**src/rtl/datamem_bus_pkg.sv**
```systemverilog
// ---------------------------------------------------------------------------
// datamem_bus_pkg
// Shared definitions for the data-memory bus bridge:
//   - address-region base bytes (addr[31:24])
//   - timer register offsets (addr[23:0]) and their word-index forms
//   - access-width encodings for memSignWidth[1:0]
//   - bus FSM state type
//   - lane helpers: write replication, byte-lane mask, lane merge,
//     load extraction with sign/zero extension, alignment check
// ---------------------------------------------------------------------------
package datamem_bus_pkg;

    localparam logic [7:0] REGION_GPIO  = 8'h10;
    localparam logic [7:0] REGION_TIMER = 8'h20;
    localparam logic [7:0] REGION_FB    = 8'h21;
    localparam logic [7:0] REGION_SDRAM = 8'h80;

    localparam logic [23:0] TMR_CMP_LO   = 24'h00_4000;
    localparam logic [23:0] TMR_CMP_HI   = 24'h00_4004;
    localparam logic [23:0] TMR_MTIME_LO = 24'h00_BFF8;
    localparam logic [23:0] TMR_MTIME_HI = 24'h00_BFFC;

    // Word indices (offset[23:2]) used by the timer register decoder
    localparam logic [21:0] TMR_CMP_LO_W   = TMR_CMP_LO[23:2];
    localparam logic [21:0] TMR_CMP_HI_W   = TMR_CMP_HI[23:2];
    localparam logic [21:0] TMR_MTIME_LO_W = TMR_MTIME_LO[23:2];
    localparam logic [21:0] TMR_MTIME_HI_W = TMR_MTIME_HI[23:2];

    localparam logic [1:0] WIDTH_BYTE = 2'b00;
    localparam logic [1:0] WIDTH_HALF = 2'b01;
    localparam logic [1:0] WIDTH_WORD = 2'b10;

    typedef enum logic [2:0] {
        ST_INIT = 3'd0,
        ST_IDLE = 3'd1,
        ST_WAIT = 3'd2,
        ST_DONE = 3'd3,
        ST_HOLD = 3'd4
    } state_e;

    // True for the four decoded regions; everything else faults.
    function automatic logic is_mapped(input logic [7:0] region);
        case (region)
            REGION_GPIO, REGION_TIMER, REGION_FB, REGION_SDRAM: return 1'b1;
            default: return 1'b0;
        endcase
    endfunction

    // Width encoding 2'b11 has no meaning and is rejected with the misaligned cases.
    function automatic logic is_misaligned(input logic [1:0] width, input logic [1:0] off);
        case (width)
            WIDTH_BYTE: return 1'b0;
            WIDTH_HALF: return off[0];
            WIDTH_WORD: return (off != 2'b00);
            default:    return 1'b1;
        endcase
    endfunction

    // Store data is LSB-aligned; replicating it covers whichever lane the address selects.
    function automatic logic [31:0] lane_replicate(input logic [31:0] d, input logic [1:0] width);
        case (width)
            WIDTH_BYTE: return {4{d[7:0]}};
            WIDTH_HALF: return {2{d[15:0]}};
            default:    return d;
        endcase
    endfunction

    function automatic logic [3:0] lane_mask(input logic [1:0] width, input logic [1:0] off);
        case (width)
            WIDTH_BYTE: return 4'b0001 << off;
            WIDTH_HALF: return off[1] ? 4'b1100 : 4'b0011;
            WIDTH_WORD: return 4'b1111;
            default:    return 4'b0000;
        endcase
    endfunction

    function automatic logic [31:0] lane_merge(input logic [31:0] old_w, input logic [31:0] new_w,
                                              input logic [3:0] mask);
        logic [31:0] res;
        res = old_w;
        for (int i = 0; i < 4; i++) begin
            if (mask[i]) begin
                res[8*i +: 8] = new_w[8*i +: 8];
            end else begin
                res[8*i +: 8] = old_w[8*i +: 8];
            end
        end
        return res;
    endfunction

    // width[2]=1 selects zero extension, otherwise the lane MSB is replicated.
    function automatic logic [31:0] load_extract(input logic [31:0] word, input logic [2:0] width,
                                                input logic [1:0] off);
        logic [31:0] sh;
        logic        sx_byte;
        logic        sx_half;
        sh      = word >> {off, 3'b000};
        sx_byte = sh[7] & ~width[2];
        sx_half = sh[15] & ~width[2];
        case (width[1:0])
            WIDTH_BYTE: return {{24{sx_byte}}, sh[7:0]};
            WIDTH_HALF: return {{16{sx_half}}, sh[15:0]};
            WIDTH_WORD: return word;
            default:    return 32'd0;
        endcase
    endfunction

endpackage

```
**src/rtl/datamem_bus_clint.sv**
```systemverilog
// ---------------------------------------------------------------------------
// clint_timer
// Machine timer: free-running 64-bit mtime advanced every TICK_DIV clocks,
// 64-bit mtimecmp (R/W, resets to all-ones) and registered mtip compare.
// Ports:
//   clk, rst      clock, synchronous active-high reset
//   word_sel      timer offset addr[23:2]
//   wr_en         one-cycle register write strobe
//   wr_mask       byte-lane enables for the write
//   wr_data       lane-replicated write data
//   rd_data       selected register word (0 for unused offsets)
//   mtip          registered (mtime >= mtimecmp), unsigned
// ---------------------------------------------------------------------------
module clint_timer
    import datamem_bus_pkg::*;
#(
    parameter int TICK_DIV = 25
) (
    input  logic        clk,
    input  logic        rst,
    input  logic [21:0] word_sel,
    input  logic        wr_en,
    input  logic [3:0]  wr_mask,
    input  logic [31:0] wr_data,
    output logic [31:0] rd_data,
    output logic        mtip
);

    localparam logic [31:0] TICK_LAST = 32'(TICK_DIV - 1);

    logic [31:0] pre_q, pre_d;
    logic [63:0] mtime_q, mtime_d;
    logic [63:0] cmp_q, cmp_d;
    logic        mtip_q, mtip_d;

    // Prescaler, mtime advance, mtimecmp writes and compare.
    always_comb begin
        if (pre_q == TICK_LAST) begin
            pre_d   = 32'd0;
            mtime_d = mtime_q + 64'd1;
        end else begin
            pre_d   = pre_q + 32'd1;
            mtime_d = mtime_q;
        end

        cmp_d = cmp_q;
        if (wr_en) begin
            case (word_sel)
                TMR_CMP_LO_W: cmp_d[31:0]  = lane_merge(cmp_q[31:0], wr_data, wr_mask);
                TMR_CMP_HI_W: cmp_d[63:32] = lane_merge(cmp_q[63:32], wr_data, wr_mask);
                default:      cmp_d        = cmp_q;
            endcase
        end else begin
            cmp_d = cmp_q;
        end

        mtip_d = (mtime_q >= cmp_q);
    end

    // Register read mux; mtime is read-only, unused offsets read as zero.
    always_comb begin
        case (word_sel)
            TMR_CMP_LO_W:   rd_data = cmp_q[31:0];
            TMR_CMP_HI_W:   rd_data = cmp_q[63:32];
            TMR_MTIME_LO_W: rd_data = mtime_q[31:0];
            TMR_MTIME_HI_W: rd_data = mtime_q[63:32];
            default:        rd_data = 32'd0;
        endcase
    end

    // Timer state registers.
    always_ff @(posedge clk) begin
        if (rst) begin
            pre_q   <= 32'd0;
            mtime_q <= 64'd0;
            cmp_q   <= {64{1'b1}};
            mtip_q  <= 1'b0;
        end else begin
            pre_q   <= pre_d;
            mtime_q <= mtime_d;
            cmp_q   <= cmp_d;
            mtip_q  <= mtip_d;
        end
    end

    assign mtip = mtip_q;

endmodule

```
**src/rtl/datamem_bus.sv**
```systemverilog
// ---------------------------------------------------------------------------
// datamem_bus
// Bridges a held load/store request onto GPIO, machine timer, framebuffer
// and SDRAM, returning a registered, lane-extracted load result with a
// one-cycle opFinish pulse (qualified by fault).
// Ports:
//   clk, rst                      clock, synchronous active-high reset
//   memRead/memWrite              held request until opFinish
//   memSignWidth, addr, data      width/extension, byte address, store data
//   dataOut, opFinish, fault      registered completion outputs
//   initFinish                    sticky once the SDRAM controller is ready
//   sdram_*                       SDRAM controller command interface
//   fb_*                          framebuffer port (fixed read latency)
//   io_gpio                       GPIO output register
//   csr_mtip                      machine timer interrupt pending
// ---------------------------------------------------------------------------
module datamem_bus
    import datamem_bus_pkg::*;
#(
    parameter int GPIO_W        = 8,
    parameter int TICK_DIV      = 25,
    parameter int SDRAM_TIMEOUT = 1024,
    parameter int FB_RD_LAT     = 1
) (
    input  logic              clk,
    input  logic              rst,
    input  logic              memRead,
    input  logic              memWrite,
    input  logic [2:0]        memSignWidth,
    input  logic [31:0]       addr,
    input  logic [31:0]       data,
    output logic [31:0]       dataOut,
    output logic              opFinish,
    output logic              fault,
    output logic              initFinish,
    output logic              sdram_enable,
    output logic              sdram_write,
    output logic [23:0]       sdram_addr,
    output logic [31:0]       sdram_wdata,
    output logic [1:0]        sdram_dwidth,
    input  logic [31:0]       sdram_rdata,
    input  logic              sdram_ready,
    output logic              fb_re,
    output logic              fb_we,
    output logic [15:0]       fb_addr,
    output logic [3:0]        fb_mask,
    output logic [31:0]       fb_wdata,
    input  logic [31:0]       fb_rdata,
    output logic [GPIO_W-1:0] io_gpio,
    output logic              csr_mtip
);

    localparam logic [31:0] FB_LAT_C     = 32'(FB_RD_LAT);
    localparam logic [31:0] TIMEOUT_LAST = 32'(SDRAM_TIMEOUT - 1);

    state_e            state_q, state_d;
    logic [31:0]       cnt_q, cnt_d;
    logic [31:0]       addr_q, addr_d;
    logic [31:0]       data_q, data_d;
    logic [2:0]        width_q, width_d;
    logic              write_q, write_d;
    logic [GPIO_W-1:0] gpio_q, gpio_d;
    logic [31:0]       data_out_q, data_out_d;
    logic              op_finish_q, op_finish_d;
    logic              fault_q, fault_d;
    logic              init_finish_q, init_finish_d;
    logic              sdram_enable_q, sdram_enable_d;
    logic              fb_re_q, fb_re_d;
    logic              fb_we_q, fb_we_d;

    logic              req_s;
    logic              req_illegal_s;
    logic              timer_we_s;
    logic [31:0]       timer_rdata_s;
    logic [31:0]       wdata_rep_s;
    logic [3:0]        mask_s;

    assign req_s         = memRead | memWrite;
    assign req_illegal_s = (memRead & memWrite)
                         | is_misaligned(memSignWidth[1:0], addr[1:0])
                         | ~is_mapped(addr[31:24]);
    assign wdata_rep_s   = lane_replicate(data_q, width_q[1:0]);
    assign mask_s        = lane_mask(width_q[1:0], addr_q[1:0]);

    clint_timer #(
        .TICK_DIV (TICK_DIV)
    ) u_timer (
        .clk      (clk),
        .rst      (rst),
        .word_sel (addr_q[23:2]),
        .wr_en    (timer_we_s),
        .wr_mask  (mask_s),
        .wr_data  (wdata_rep_s),
        .rd_data  (timer_rdata_s),
        .mtip     (csr_mtip)
    );

    // Bus FSM next-state, strobe and completion logic.
    always_comb begin
        state_d        = state_q;
        cnt_d          = cnt_q;
        addr_d         = addr_q;
        data_d         = data_q;
        width_d        = width_q;
        write_d        = write_q;
        gpio_d         = gpio_q;
        data_out_d     = data_out_q;
        op_finish_d    = 1'b0;
        fault_d        = 1'b0;
        init_finish_d  = init_finish_q;
        sdram_enable_d = 1'b0;
        fb_re_d        = 1'b0;
        fb_we_d        = 1'b0;
        timer_we_s     = 1'b0;

        case (state_q)
            ST_INIT: begin
                if (sdram_ready) begin
                    state_d       = ST_IDLE;
                    init_finish_d = 1'b1;
                end else begin
                    state_d = ST_INIT;
                end
            end

            ST_IDLE: begin
                if (req_s) begin
                    // Capture the request so the downstream ports stay stable for the whole access.
                    addr_d  = addr;
                    data_d  = data;
                    width_d = memSignWidth;
                    write_d = memWrite;
                    cnt_d   = 32'd0;
                    if (req_illegal_s) begin
                        state_d     = ST_DONE;
                        op_finish_d = 1'b1;
                        fault_d     = 1'b1;
                        data_out_d  = 32'd0;
                    end else begin
                        state_d        = ST_WAIT;
                        sdram_enable_d = (addr[31:24] == REGION_SDRAM);
                        fb_re_d        = (addr[31:24] == REGION_FB) & memRead;
                        fb_we_d        = (addr[31:24] == REGION_FB) & memWrite;
                    end
                end else begin
                    state_d = ST_IDLE;
                end
            end

            ST_WAIT: begin
                cnt_d = cnt_q + 32'd1;
                case (addr_q[31:24])
                    REGION_GPIO: begin
                        state_d     = ST_DONE;
                        op_finish_d = 1'b1;
                        if (write_q) begin
                            gpio_d     = data_q[GPIO_W-1:0];
                            data_out_d = 32'd0;
                        end else begin
                            data_out_d = load_extract(32'(gpio_q), width_q, addr_q[1:0]);
                        end
                    end
                    REGION_TIMER: begin
                        state_d     = ST_DONE;
                        op_finish_d = 1'b1;
                        timer_we_s  = write_q;
                        if (write_q) begin
                            data_out_d = 32'd0;
                        end else begin
                            data_out_d = load_extract(timer_rdata_s, width_q, addr_q[1:0]);
                        end
                    end
                    REGION_FB: begin
                        // cnt_q counts cycles since the strobe; fb_rdata is valid at FB_RD_LAT.
                        if (cnt_q == FB_LAT_C) begin
                            state_d     = ST_DONE;
                            op_finish_d = 1'b1;
                            if (write_q) begin
                                data_out_d = 32'd0;
                            end else begin
                                data_out_d = load_extract(fb_rdata, width_q, addr_q[1:0]);
                            end
                        end else begin
                            state_d = ST_WAIT;
                        end
                    end
                    REGION_SDRAM: begin
                        // Ready seen in the strobe cycle is the idle level, not completion.
                        if ((cnt_q != 32'd0) && sdram_ready) begin
                            state_d     = ST_DONE;
                            op_finish_d = 1'b1;
                            if (write_q) begin
                                data_out_d = 32'd0;
                            end else begin
                                data_out_d = load_extract(sdram_rdata, width_q, addr_q[1:0]);
                            end
                        end else if (cnt_q == TIMEOUT_LAST) begin
                            state_d     = ST_DONE;
                            op_finish_d = 1'b1;
                            fault_d     = 1'b1;
                            data_out_d  = 32'd0;
                        end else begin
                            state_d = ST_WAIT;
                        end
                    end
                    default: begin
                        state_d     = ST_DONE;
                        op_finish_d = 1'b1;
                        fault_d     = 1'b1;
                        data_out_d  = 32'd0;
                    end
                endcase
            end

            ST_DONE: begin
                state_d = ST_HOLD;
            end

            ST_HOLD: begin
                // Wait for the requester to drop so a held request is not reissued.
                if (req_s) begin
                    state_d = ST_HOLD;
                end else begin
                    state_d = ST_IDLE;
                end
            end

            default: begin
                state_d = ST_INIT;
            end
        endcase
    end

    // Bus FSM and output registers.
    always_ff @(posedge clk) begin
        if (rst) begin
            state_q        <= ST_INIT;
            cnt_q          <= 32'd0;
            addr_q         <= 32'd0;
            data_q         <= 32'd0;
            width_q        <= 3'd0;
            write_q        <= 1'b0;
            gpio_q         <= '0;
            data_out_q     <= 32'd0;
            op_finish_q    <= 1'b0;
            fault_q        <= 1'b0;
            init_finish_q  <= 1'b0;
            sdram_enable_q <= 1'b0;
            fb_re_q        <= 1'b0;
            fb_we_q        <= 1'b0;
        end else begin
            state_q        <= state_d;
            cnt_q          <= cnt_d;
            addr_q         <= addr_d;
            data_q         <= data_d;
            width_q        <= width_d;
            write_q        <= write_d;
            gpio_q         <= gpio_d;
            data_out_q     <= data_out_d;
            op_finish_q    <= op_finish_d;
            fault_q        <= fault_d;
            init_finish_q  <= init_finish_d;
            sdram_enable_q <= sdram_enable_d;
            fb_re_q        <= fb_re_d;
            fb_we_q        <= fb_we_d;
        end
    end

    assign dataOut      = data_out_q;
    assign opFinish     = op_finish_q;
    assign fault        = fault_q;
    assign initFinish   = init_finish_q;
    assign sdram_enable = sdram_enable_q;
    assign sdram_write  = write_q;
    assign sdram_addr   = addr_q[23:0];
    assign sdram_wdata  = wdata_rep_s;
    assign sdram_dwidth = width_q[1:0];
    assign fb_re        = fb_re_q;
    assign fb_we        = fb_we_q;
    assign fb_addr      = addr_q[15:0];
    assign fb_mask      = mask_s;
    assign fb_wdata     = wdata_rep_s;
    assign io_gpio      = gpio_q;

endmodule

```
**config.mk**
```make
export PLATFORM = sky130hd
export DESIGN_NAME = datamem_bus
export DESIGN_NICKNAME = d
export VERILOG_FILES = /design/src/rtl/datamem_bus_pkg.sv /design/src/rtl/datamem_bus_clint.sv /design/src/rtl/datamem_bus.sv
export SDC_FILE = /design/constraint.sdc
export NUM_CORES = 1
export LEC_CHECK = 0
export ABC_AREA = 1
export BUFFER_PORTS_ARGS = -buffer_cell sky130_fd_sc_hd__buf_2
export CAP_MARGIN = 0
export CORE_MARGIN = 5
export CORE_UTILIZATION = 23
export CTS_CLUSTER_SIZE = 40
export DETAILED_ROUTE_END_ITERATION = 8
export PLACE_DENSITY_LB_ADDON = 0.2
export SLEW_MARGIN = 20
export SYNTH_ARGS = -nofsm -noshare
export SYNTH_HDL_FRONTEND = slang
export SYNTH_HIERARCHICAL = 1
export SYNTH_SLANG_ARGS = --single-unit
```
**constraint.sdc**
```tcl
create_clock -name clk -period 2.55 [get_ports clk]
set_input_delay 0.51 -clock clk [delete_from_list [all_inputs] [get_ports clk]]
set_output_delay 0.51 -clock clk [all_outputs]
set_load 0.01 [all_outputs]
```
==> results of run 1 <==
metrics by stage:
step | instance area (sq um) | setup slack [ns] | utilization
2_1_floorplan | 21400 | 0.0247 | -
3_3_place_gp | 24600 | -0.222 | 0.267
3_5_place_dp | 24600 | -0.210 | 0.267
4_1_cts | 26700 | -0.164 | 0.291
5_1_grt | 27100 | -0.388 | 0.295
6_report | 27100 | -0.168 | 0.295
metal layers:
layer,track usage,vias to the layer above,part of all wire
li1,-,11500,-
met1,0.272,11000,0.46
met2,0.296,933,0.43
met3,0.0314,133,0.076
met4,0.0584,0,0.032
met5,0,-,0
synth_stat cells (8+ instances only):
cell type,n,area share
a211oi_1,14,0.0049
nand3b_1,16,0.0056
nor2_2,17,0.0050
a21oi_1,180,0.042
o21ai_0,100,0.023
nand3_1,267,0.062
nand2_1,975,0.17
o211ai_1,62,0.022
nor2_4,17,0.0089
a22o_1,29,0.012
o221ai_1,8,0.0033
inv_1,258,0.045
inv_2,23,0.0040
ha_1,70,0.041
dfxtp_1,310,0.29
nor3_1,40,0.0094
xnor2_1,29,0.012
o21ai_1,10,0.0023
and2_1,8,0.0023
nor3_2,10,0.0047
nand2_2,17,0.0050
buf_6,20,0.011
buf_4,95,0.033
clkbuf_1,58,0.010
xor2_1,28,0.011
nor2_1,277,0.049
a31o_2,9,0.0037
nand4_1,189,0.055
buf_2,65,0.015
nand3_2,8,0.0037
worst max-delay path: cells and delay by family (launching register included):
family | cells | cell delay, ns
DFF | 1 | 0.32
and+or+nand+nor | 15 | 1.46
buffers and inverters | 6 | 0.72
AOI/OAI and AO/OA | 1 | 0.14
flip-flops by register name, summed over array words and instances (netlist names), 3 cells and up:
name / flops
cnt_q: 32
u_timer/pre_q: 32
width_q: 3
addr_q: 32
u_timer/mtime_q: 64
state_q: 3
u_timer/cmp_q: 64
io_gpio: 8
dataOut: 32
data_q: 32
worst max path at each step:
stage	startpoint	to	slack [ns]	depth (start not counted)
after floorplan	addr_q[14]	dataOut[16]	0.02	20
after global placement	addr_q[9]	dataOut[8]	-0.22	20
after detailed placement	addr_q[9]	dataOut[29]	-0.21	20
after CTS	addr_q[13]	dataOut[26]	-0.16	22
after global routing	addr_q[9]	dataOut[13]	-0.39	22
final	addr_q[13]	dataOut[30]	-0.17	22
power groups by stage:
| stage | clock [mW] | sequential [mW] | combinational, mW |
|---|---|---|---|
| 3_5_place_dp | 0 | 5.28 | 3.41 |
| 5_1_grt | 6.83 | 5.20 | 3.86 |
| 3_3_place_gp | 0 | 5.27 | 3.45 |
| 4_1_cts | 6.64 | 5.18 | 3.53 |
| 2_1_floorplan | 0 | 5.24 | 2.00 |
| 6_report | 6.48 | 5.18 | 3.60 |
what timing repair did:
| action | in CTS | in global routing |
|---|---|---|
| hold buffers | 0 | 0 |
| setup buffers | 18 | 7 |
| setup endpoints to repair | 60 | 42 |
| gates resized for setup | 75 | 93 |
| pin swaps | 24 | 56 |
| gates cloned | 7 | 1 |
logic make-up after synthesis:
logic type                 synth area share
DFF                                   0.290
and+or+nand+nor                       0.403
adders and majority gates            0.0409
AOI/OAI and AO/OA                     0.122
buffers and inverters                 0.121
xor gates and xnor gates             0.0233
final cells by class:
class                           instances  area (sq um)
Fill cell                           10300         64800
Multi-Input combinational cell       2447         13200
Sequential cell                       310          6230
Timing Repair Buffer                  507          3550
Tap cell                             1243          1560
Clock buffer                           59          1220
Inverter                              285          1080
Clock inverter                         20           275
Antenna cell                            2          5.00
==> metrics.cfg, run 1 <==
[run_status]
status=finished with violations
violations=setup timing

[min_path]
worstHoldEndpoint=data_q[10]
hold_class=in -> reg
hold_path_depth=3
min-delay-start=data[10]

[setup_path]
cp.arrival_ns=3.22
crit_top_cell=nand2_1
r2r_end=dataOut[30]
critical_path_required_ns=3.05
rr_worst_depth=22
rr_startpoint=addr_q[13]
cpMaxStageDelayCell=dfxtp_2
start_kind=flip-flop
worst-r2r-setup-slack_ns=-0.17
crit_path_max_incr_delay_ns=0.32
critPathMaxFanout=6
path_class=reg -> reg
critPathCaptureType=flip-flop
crit_chain=buf_6 > nor2_4 > nand3_2 > nor4_4 > buf_6 > buf_12 > buf_16 > nand4_1 > nand4_1 > nand2_1 > nand2_1 > nand2_1 > nand2_2 > nand2_8 > clkbuf_16 > nand3_2 > nand3_1 > nand2_1 > inv_1 > nand3_1 > nand3_1 > a21oi_1

[floorplanning]
dieWidth_um=315
num_io_pins=294
fp.dieH_um=315
rows=111
die_area_sq_mm=0.0992
coreArea_sq_mm=0.0919
start_util=0.233

[logic_synthesis]
synth_ff_type=dfxtp_1
avgSynthCellArea_sq_um=6.51
ys_warn_count=6
synth-seq-cells=310
seq_area_frac_synth=0.290
synth_edf_count=0
synth.distinct_cells=57
syn_nets=3492
async_reset_ff_frac=0
synthesis.area_sq_mm=0.0214
syn_inst=3286

[timing]
setup_violations=32
fin_crit_ns=2.72
fin_ws_ns=-0.168
fmax_mhz=368
relSlewSlack=0.601
grt_setup_unrepaired=true
slew_violations=0
worstMarginPinSlew_ns=0.598
hold_viol=0
timing.hold.ws_ns=0.125
final.setup.tns_ns=-3.74
period_share=1.07
finalClockSkew_ns=0.0300

[layout]
area_growth_pct=26.7
finalNonFillerCells=4873
mostFrequentLayoutCells=nand2_1, dfxtp_1, buf_2
final_common_cell=nand2_1
nets=3800
drive_above_1_share=0.232

[placement]
hpwl_um=75700
numPortBuffers=293
place_congestion=0.908
place_inst=4761

[clocking]
cts_tree=yes
htree_levels=2
clock_latency_ns=0.59
clkSinkCount=310
clockRootBuffer=clkbuf_16
clock_path_buffers=3
cts_buffers=43
cts.clk_slew.worst_paths_ns=0.06

[drt]
drt-total-wl_um=99300
drtPass1Iterations=6
initialDrtViolationCount=2105
drc_errors=0
viasPerCell=4.84
wire_per_inst_um=20.4
ant_nets=0
vias=23600

[global_routing]
grt_pass1_wl_um=146000
antenna_found_initial=5
track_usage=0.191
grt_max_degree=79
grt_overflow=0
grt_pass1_vias=22200

[pwr]
power_density_mw_per_mm2=563
combPwrFrac=0.236
internal_power_mw=10.1
seq_power_share=0.339
power_frac_clock=0.424
switching_power_mw=5.12
power_mw=15.3
switching_share=0.335
ir_drop_mv=0.398
power.leakage_nw=11.8

[run]
maxCapViolations=0

Power figures use the tool's default switching activity.
==> inputs of run 2 (changes only) <==
SKIP_CTS_REPAIR_TIMING = 1   (was unset)
==> run 2 against run 1 <==
Largest cell class unchanged. Clock-buffer cell count stayed put. Power is 0.44% lower. Fmax is 1.4% lower. Non-clock buffer count is 16 lower. The flow still finishes with violations (setup timing). Sequential share of layout area is 0.29 points higher.
==> metrics.cfg, run 2 (synthesis results as in run 1) <==
[run_status]
status=finished with violations
violations=setup timing

[setup_path]
critical_path_required_ns=3.04  ; about the same
critPathCaptureType=flip-flop
cpMaxStageDelayCell=dfxtp_1
crit_path_max_incr_delay_ns=0.31  ; about the same
crit_top_cell=nand2_1
crit_family=simple AND/OR/NAND/NOR gates
critical_path_buf_inv_count=4  ; -2
cp.arrival_ns=3.25  ; +0.03 ns
crit_chain=buf_4 > nor2_2 > nand3_2 > nor4_4 > buf_12 > nand4_1 > nand4_1 > nand2_1 > nand2_1 > nand2_1 > nand2_4 > nand2_8 > clkbuf_16 > nand3_1 > nand3_1 > nand2_1 > inv_1 > nand3_2 > nand3_2 > a21oi_1
start_kind=flip-flop
path_class=reg -> reg
critPathMaxFanout=13  ; +7

[clocking]
cts_buffers=43  ; unchanged
clockRootBuffer=clkbuf_16
htree_levels=2  ; unchanged
clkSinkCount=310  ; unchanged
cts_tree=yes
clock_latency_ns=0.59  ; about the same
clock_path_buffers=3  ; unchanged
cts.clk_slew.worst_paths_ns=0.06  ; about the same

[placement]
numPortBuffers=293  ; unchanged
hpwl_um=75700  ; unchanged
place_congestion=0.908  ; unchanged

[pwr]
power.leakage_nw=11.7  ; -1.3%
ir_drop_mv=0.401  ; +0.78%
power_density_mw_per_mm2=568  ; +0.89%

[drt]
vias=23600  ; -0.15%
wire_per_inst_um=20.4  ; about the same
drc_errors=0  ; unchanged
ant_nets=0  ; unchanged
initialDrtViolationCount=2207  ; +4.8%
drtPass1Iterations=5  ; -1
viasPerCell=4.85  ; +0.18%
drt-total-wl_um=99000  ; -0.26%

[timing]
final.setup.tns_ns=-4.50  ; -0.767 ns
fin_crit_ns=2.76  ; +0.0393 ns
fmax_mhz=363  ; -1.4%
hold_viol=0  ; unchanged
grt_setup_unrepaired=true
relSlewSlack=0.575  ; -0.0254
period_share=1.08  ; +0.0154
finalClockSkew_ns=0.0295  ; -0.000462 ns
setup_violations=31  ; -3.1%
slew_violations=0  ; unchanged
worstMarginPinSlew_ns=0.635  ; +0.0366 ns
fin_ws_ns=-0.207  ; -0.0393 ns

[floorplanning]
fp.dieH_um=315  ; unchanged
num_io_pins=294  ; unchanged
die_area_sq_mm=0.0992  ; unchanged
dieWidth_um=315  ; unchanged
start_util=0.233  ; unchanged
rows=111  ; unchanged
coreArea_sq_mm=0.0919  ; unchanged

[layout]
mostFrequentLayoutCells=nand2_1, dfxtp_1, buf_2
largest_registers=u_timer/cmp_q (64), u_timer/mtime_q (64)
nets=3784  ; -0.42%
final_common_cell=nand2_1
fin_util=0.291  ; -0.00389
drive_above_1_share=0.223  ; -0.00894
fill_cells=10300  ; +0.51%
area_growth_pct=25.0

[global_routing]
grt_pass1_wl_um=145000  ; -0.97%
track_usage=0.189  ; -0.00187
antenna_found_initial=6  ; +1
grt_pass1_vias=22000  ; -1.0%
grt_overflow=0  ; unchanged
grt_max_degree=79  ; unchanged

[run]
maxCapViolations=0  ; unchanged

[min_path]
hold_class=in -> reg

[run 2: cell types whose count changed in the layout (fill, tap and decap cells not counted), sizes merged]
| cell | before | now |
|---|---|---|
| buf | 505 | 486 |
| inv | 286 | 287 |
| clkbuf | 61 | 64 |
| clkinv | 12 | 11 |
[run 2: metal layers]
metal / GRT usage / share of wire / vias to the layer above
met3: 0.0325 / 0.074 / 132
met5: 0 / 0 / -
li1: - / - / 11500
met1: 0.270 / 0.46 / 11100
met4: 0.0549 / 0.031 / 0
met2: 0.293 / 0.43 / 883
[run 2: worst reg2reg max path, stage by stage (launching register included)]
cell and delay (ns):
dfxtp_1 0.31, buf_4 0.14, nor2_2 0.13, nand3_2 0.11
nor4_4 0.28, buf_12 0.19, nand4_1 0.10, nand4_1 0.24
nand2_1 0.09, nand2_1 0.07, nand2_1 0.08, nand2_4 0.11
nand2_8 0.08, clkbuf_16 0.20, nand3_1 0.08, nand3_1 0.07
nand2_1 0.09, inv_1 0.05, nand3_2 0.05, nand3_2 0.05
a21oi_1 0.14
[run 2: path summary, 6_finish.rpt]
| check | from | slack [ns] | to | cells past startpoint |
|---|---|---|---|---|
| hold reg to reg | dataOut[16] | 0.46 | dataOut[16] | 2 |
| setup / recovery | addr_q[13] | -0.21 | dataOut[18] | 20 |
| setup reg to reg | addr_q[13] | -0.21 | dataOut[18] | 20 |
| hold / removal | data[7] | 0.13 | data_q[7] | 3 |
[run 2: layout make-up]
cell class | count | area, sq um | share of cell area
Inverter | 285 | 1080 | 0.0406
Antenna cell | 2 | 5.00 | 0.000187
Tap cell | 1243 | 1560 | 0.0581
Multi-Input combinational cell | 2447 | 13100 | 0.489
Clock buffer | 59 | 1220 | 0.0455
Clock inverter | 20 | 275 | 0.0103
Timing Repair Buffer | 491 | 3310 | 0.124
Sequential cell | 310 | 6220 | 0.233
[run 2: stage by stage]
step	instances	hold WS (ns)	total power [mW]	instance area, sq um	setup WS (ns)
floorplan	3286	0.436	7.24	21400	0.0247
global placement	4761	0.456	8.72	24600	-0.222
detailed placement	4761	0.456	8.68	24600	-0.210
CTS	4840	0.0983	15.2	26100	-0.377
global route	4855	0.130	15.8	26700	-0.393
finish	4857	0.127	15.2	26800	-0.207
[run 2: power by group]
group / switching (mW) / total [mW] / leakage [nW] / internal, mW
combinational: 2.43 / 3.55 / 8.42 / 1.12
sequential: 0.157 / 5.17 / 2.51 / 5.02
clock: 2.52 / 6.47 / 0.736 / 3.96
total: 5.10 / 15.2 / 11.7 / 10.1
==> inputs of run 3 (changes only) <==
GPL_TIMING_DRIVEN = 0   (was unset)
==> run 3 against run 2 <==
The flow still finishes with violations (setup timing). Clock skew down 0.0049 ns. Final area up 6.8%. First-iteration DRC count increased by 2.6%. Power is 8.9% higher. Fmax down 6.3%. Hold slack better by 0.0071 ns. Wire length rose by 6.3%. Sequential share of layout area down 1.4 points. Critical endpoint is now dataOut[20].
==> metrics.cfg, run 3 (synthesis results as in run 1) <==
[run_status]
status=finished with violations
violations=setup timing

[floorplanning]
coreArea_sq_mm=0.0919  ; unchanged
num_io_pins=294  ; unchanged
fp.dieH_um=315  ; unchanged
dieWidth_um=315  ; unchanged
die_area_sq_mm=0.0992  ; unchanged
start_util=0.233  ; unchanged
rows=111  ; unchanged

[global_routing]
grt_pass1_wl_um=149000  ; +3.1%
antenna_found_initial=7  ; +1
track_usage=0.199  ; +0.00907
grt_max_degree=13  ; -84%
grt_overflow=0  ; unchanged
grt_pass1_vias=22600  ; +2.9%

[layout]
seq_area_sq_mm=0.00624  ; +0.34%
stdcell_area_sq_mm=0.0286  ; +6.8%
final_common_cell=nand2_1
nets=3914  ; +3.4%
area_growth_pct=33.5
mostFrequentLayoutCells=nand2_1, buf_2, dfxtp_1
drive_above_1_share=0.276  ; +0.0526
multiInputGateArea_sq_mm=0.0139  ; +6.3%
largest_registers=u_timer/cmp_q (64), u_timer/mtime_q (64)
fill_cells=10300  ; -0.068%

[timing]
finalClockSkew_ns=0.0246  ; -0.00494 ns
slew_violations=0  ; unchanged
fin_ws_ns=-0.394  ; -0.187 ns
fmax_mhz=340  ; -6.3%
final.setup.tns_ns=-10.77  ; -6.26 ns
hold_viol=0  ; unchanged
relSlewSlack=0.446  ; -0.129
setup_violations=51  ; +65%
worstMarginPinSlew_ns=0.831  ; +0.196 ns
period_share=1.15  ; +0.0732
fin_crit_ns=2.94  ; +0.187 ns
timing.hold.ws_ns=0.134  ; +0.00711 ns
grt_setup_unrepaired=true

[drt]
met3_length_um=7860  ; +7.4%
dr_wl_met2_um=45500  ; +6.1%
initialDrtViolationCount=2264  ; +2.6%
vias=24300  ; +3.0%
top_layer_used=met5
viasPerCell=4.86  ; +0.22%
wire_per_inst_um=21.1  ; +3.5%
drtPass1Iterations=6  ; +1
ant_nets=0  ; unchanged
drc_errors=0  ; unchanged
drt-total-wl_um=105000  ; +6.3%
met1Wirelength_um=48700  ; +6.6%

[clocking]
clock_latency_ns=0.58  ; about the same
htree_levels=2  ; unchanged
cts_buffers=42  ; -2.3%
cts.clk_slew.worst_paths_ns=0.06  ; about the same
clockRootBuffer=clkbuf_16
clkSinkCount=310  ; unchanged
cts_tree=yes
clock_path_buffers=3  ; unchanged

[setup_path]
rr_worst_depth=18  ; -10%
cp.arrival_ns=3.45  ; +0.20 ns
r2r_end=dataOut[20]
critPathLaunch=addr_q[9]
critPathCaptureType=flip-flop
rr_startpoint=addr_q[9]
path_class=reg -> reg
crit_chain=nor2_1 > nand3_2 > nor4_4 > buf_6 > buf_6 > nand4_1 > nand4_1 > nand3_1 > nand3_2 > nand3_4 > buf_6 > nand3_2 > nand3_1 > nand2_1 > inv_2 > nand3_4 > nand3_4 > a21oi_2
critPathMaxFanout=10  ; -3
crit_family=simple AND/OR/NAND/NOR gates
start_kind=flip-flop
critical_path_required_ns=3.05  ; about the same
crit_path_max_incr_delay_ns=0.35  ; +0.04 ns
cpMaxStageDelayCell=dfxtp_4
critical_path_buf_inv_count=4  ; unchanged
worst-r2r-setup-slack_ns=-0.39  ; -0.19 ns

[min_path]
hold_path_depth=3  ; unchanged
hold_class=in -> reg
min-delay-start=data[29]
worstHoldEndpoint=data_q[29]

[pwr]
power_frac_clock=0.434  ; +0.008
power.leakage_nw=12.5  ; +7.1%
power_density_mw_per_mm2=579  ; +1.9%
internal_power_mw=11.1  ; +10%
combPwrFrac=0.251  ; +0.017
seq_power_share=0.315  ; -0.025
switching_share=0.329  ; -0.00654
ir_drop_mv=0.410  ; +2.0%
switching_power_mw=5.45  ; +6.8%

[placement]
place_area_sq_mm=0.0245  ; -0.42%
place_congestion=0.964  ; +6.2%
numPortBuffers=293  ; unchanged
hpwl_um=83500  ; +10%

[run]
maxCapViolations=0  ; unchanged

==> run 3: changes by cell type in the layout (fill, tap and decap cells not counted), moves of 15 or more <==
cell | before | now
buf_6 | 4 | 74
o21ai_4 | 0 | 15
buf_2 | 291 | 333
inv_1 | 253 | 234
buf_12 | 21 | 5
nand3_1 | 213 | 177
clkbuf_1 | 9 | 46
nand3_2 | 61 | 76
nand2_2 | 33 | 55
inv_2 | 28 | 45
nand2_1 | 954 | 922
buf_4 | 170 | 146
nand3_4 | 5 | 26
==> run 3: worst max-delay path by stage <==
stage / depth (start not counted) / slack, ns / endpoint
after floorplan: 20 / 0.02 / dataOut[16]
after global placement: 18 / -1.36 / dataOut[19]
after detailed placement: 18 / -1.32 / dataOut[19]
after CTS: 18 / -1.34 / dataOut[19]
after global routing: 22 / -0.53 / dataOut[18]
final: 18 / -0.39 / dataOut[20]
==> run 3: routing by layer <==
metal,vias up,GRT usage
li1,11800,-
met1,11400,0.287
met2,928,0.307
met3,176,0.0303
met4,4,0.0532
met5,-,0
==> run 3: power by group through the flow <==
stage / registers (mW) / logic (mW) / clock network (mW)
6_report: 5.22 / 4.16 / 7.17
5_1_grt: 5.23 / 4.39 / 7.50
4_1_cts: 5.20 / 3.44 / 7.30
3_5_place_dp: 5.31 / 3.43 / 0
3_3_place_gp: 5.31 / 3.41 / 0
2_1_floorplan: 5.24 / 2.00 / 0
==> run 3: final cells by class <==
| class | count | area share |
|---|---|---|
| Clock buffer | 51 | 0.0405 |
| Antenna cell | 6 | 0.000525 |
| Buffer | 241 | 0.0593 |
| Tap cell | 1243 | 0.0544 |
| Multi-Input combinational cell | 2447 | 0.487 |
| Sequential cell | 310 | 0.218 |
| Timing Repair Buffer | 381 | 0.0834 |
| Clock inverter | 27 | 0.0182 |
| Inverter | 285 | 0.0384 |
==> run 3: through the flow <==
stage	worst slack [ns]	power (mW)	utilization	cells
global placement	-1.36	8.72	0.266	4822
finish	-0.394	16.5	0.311	4991
detailed placement	-1.32	8.73	0.266	4829
floorplan	0.0247	7.24	-	3286
global route	-0.529	17.1	0.311	4985
CTS	-1.34	15.9	0.284	4907
==> run 3: worst register-to-register path: cells and delay by family (launching register included) <==
family | cells | cell delay (ns)
DFF | 1 | 0.35
and+or+nand+nor | 13 | 1.77
AOI/OAI and AO/OA | 1 | 0.15
buffers and inverters | 4 | 0.59
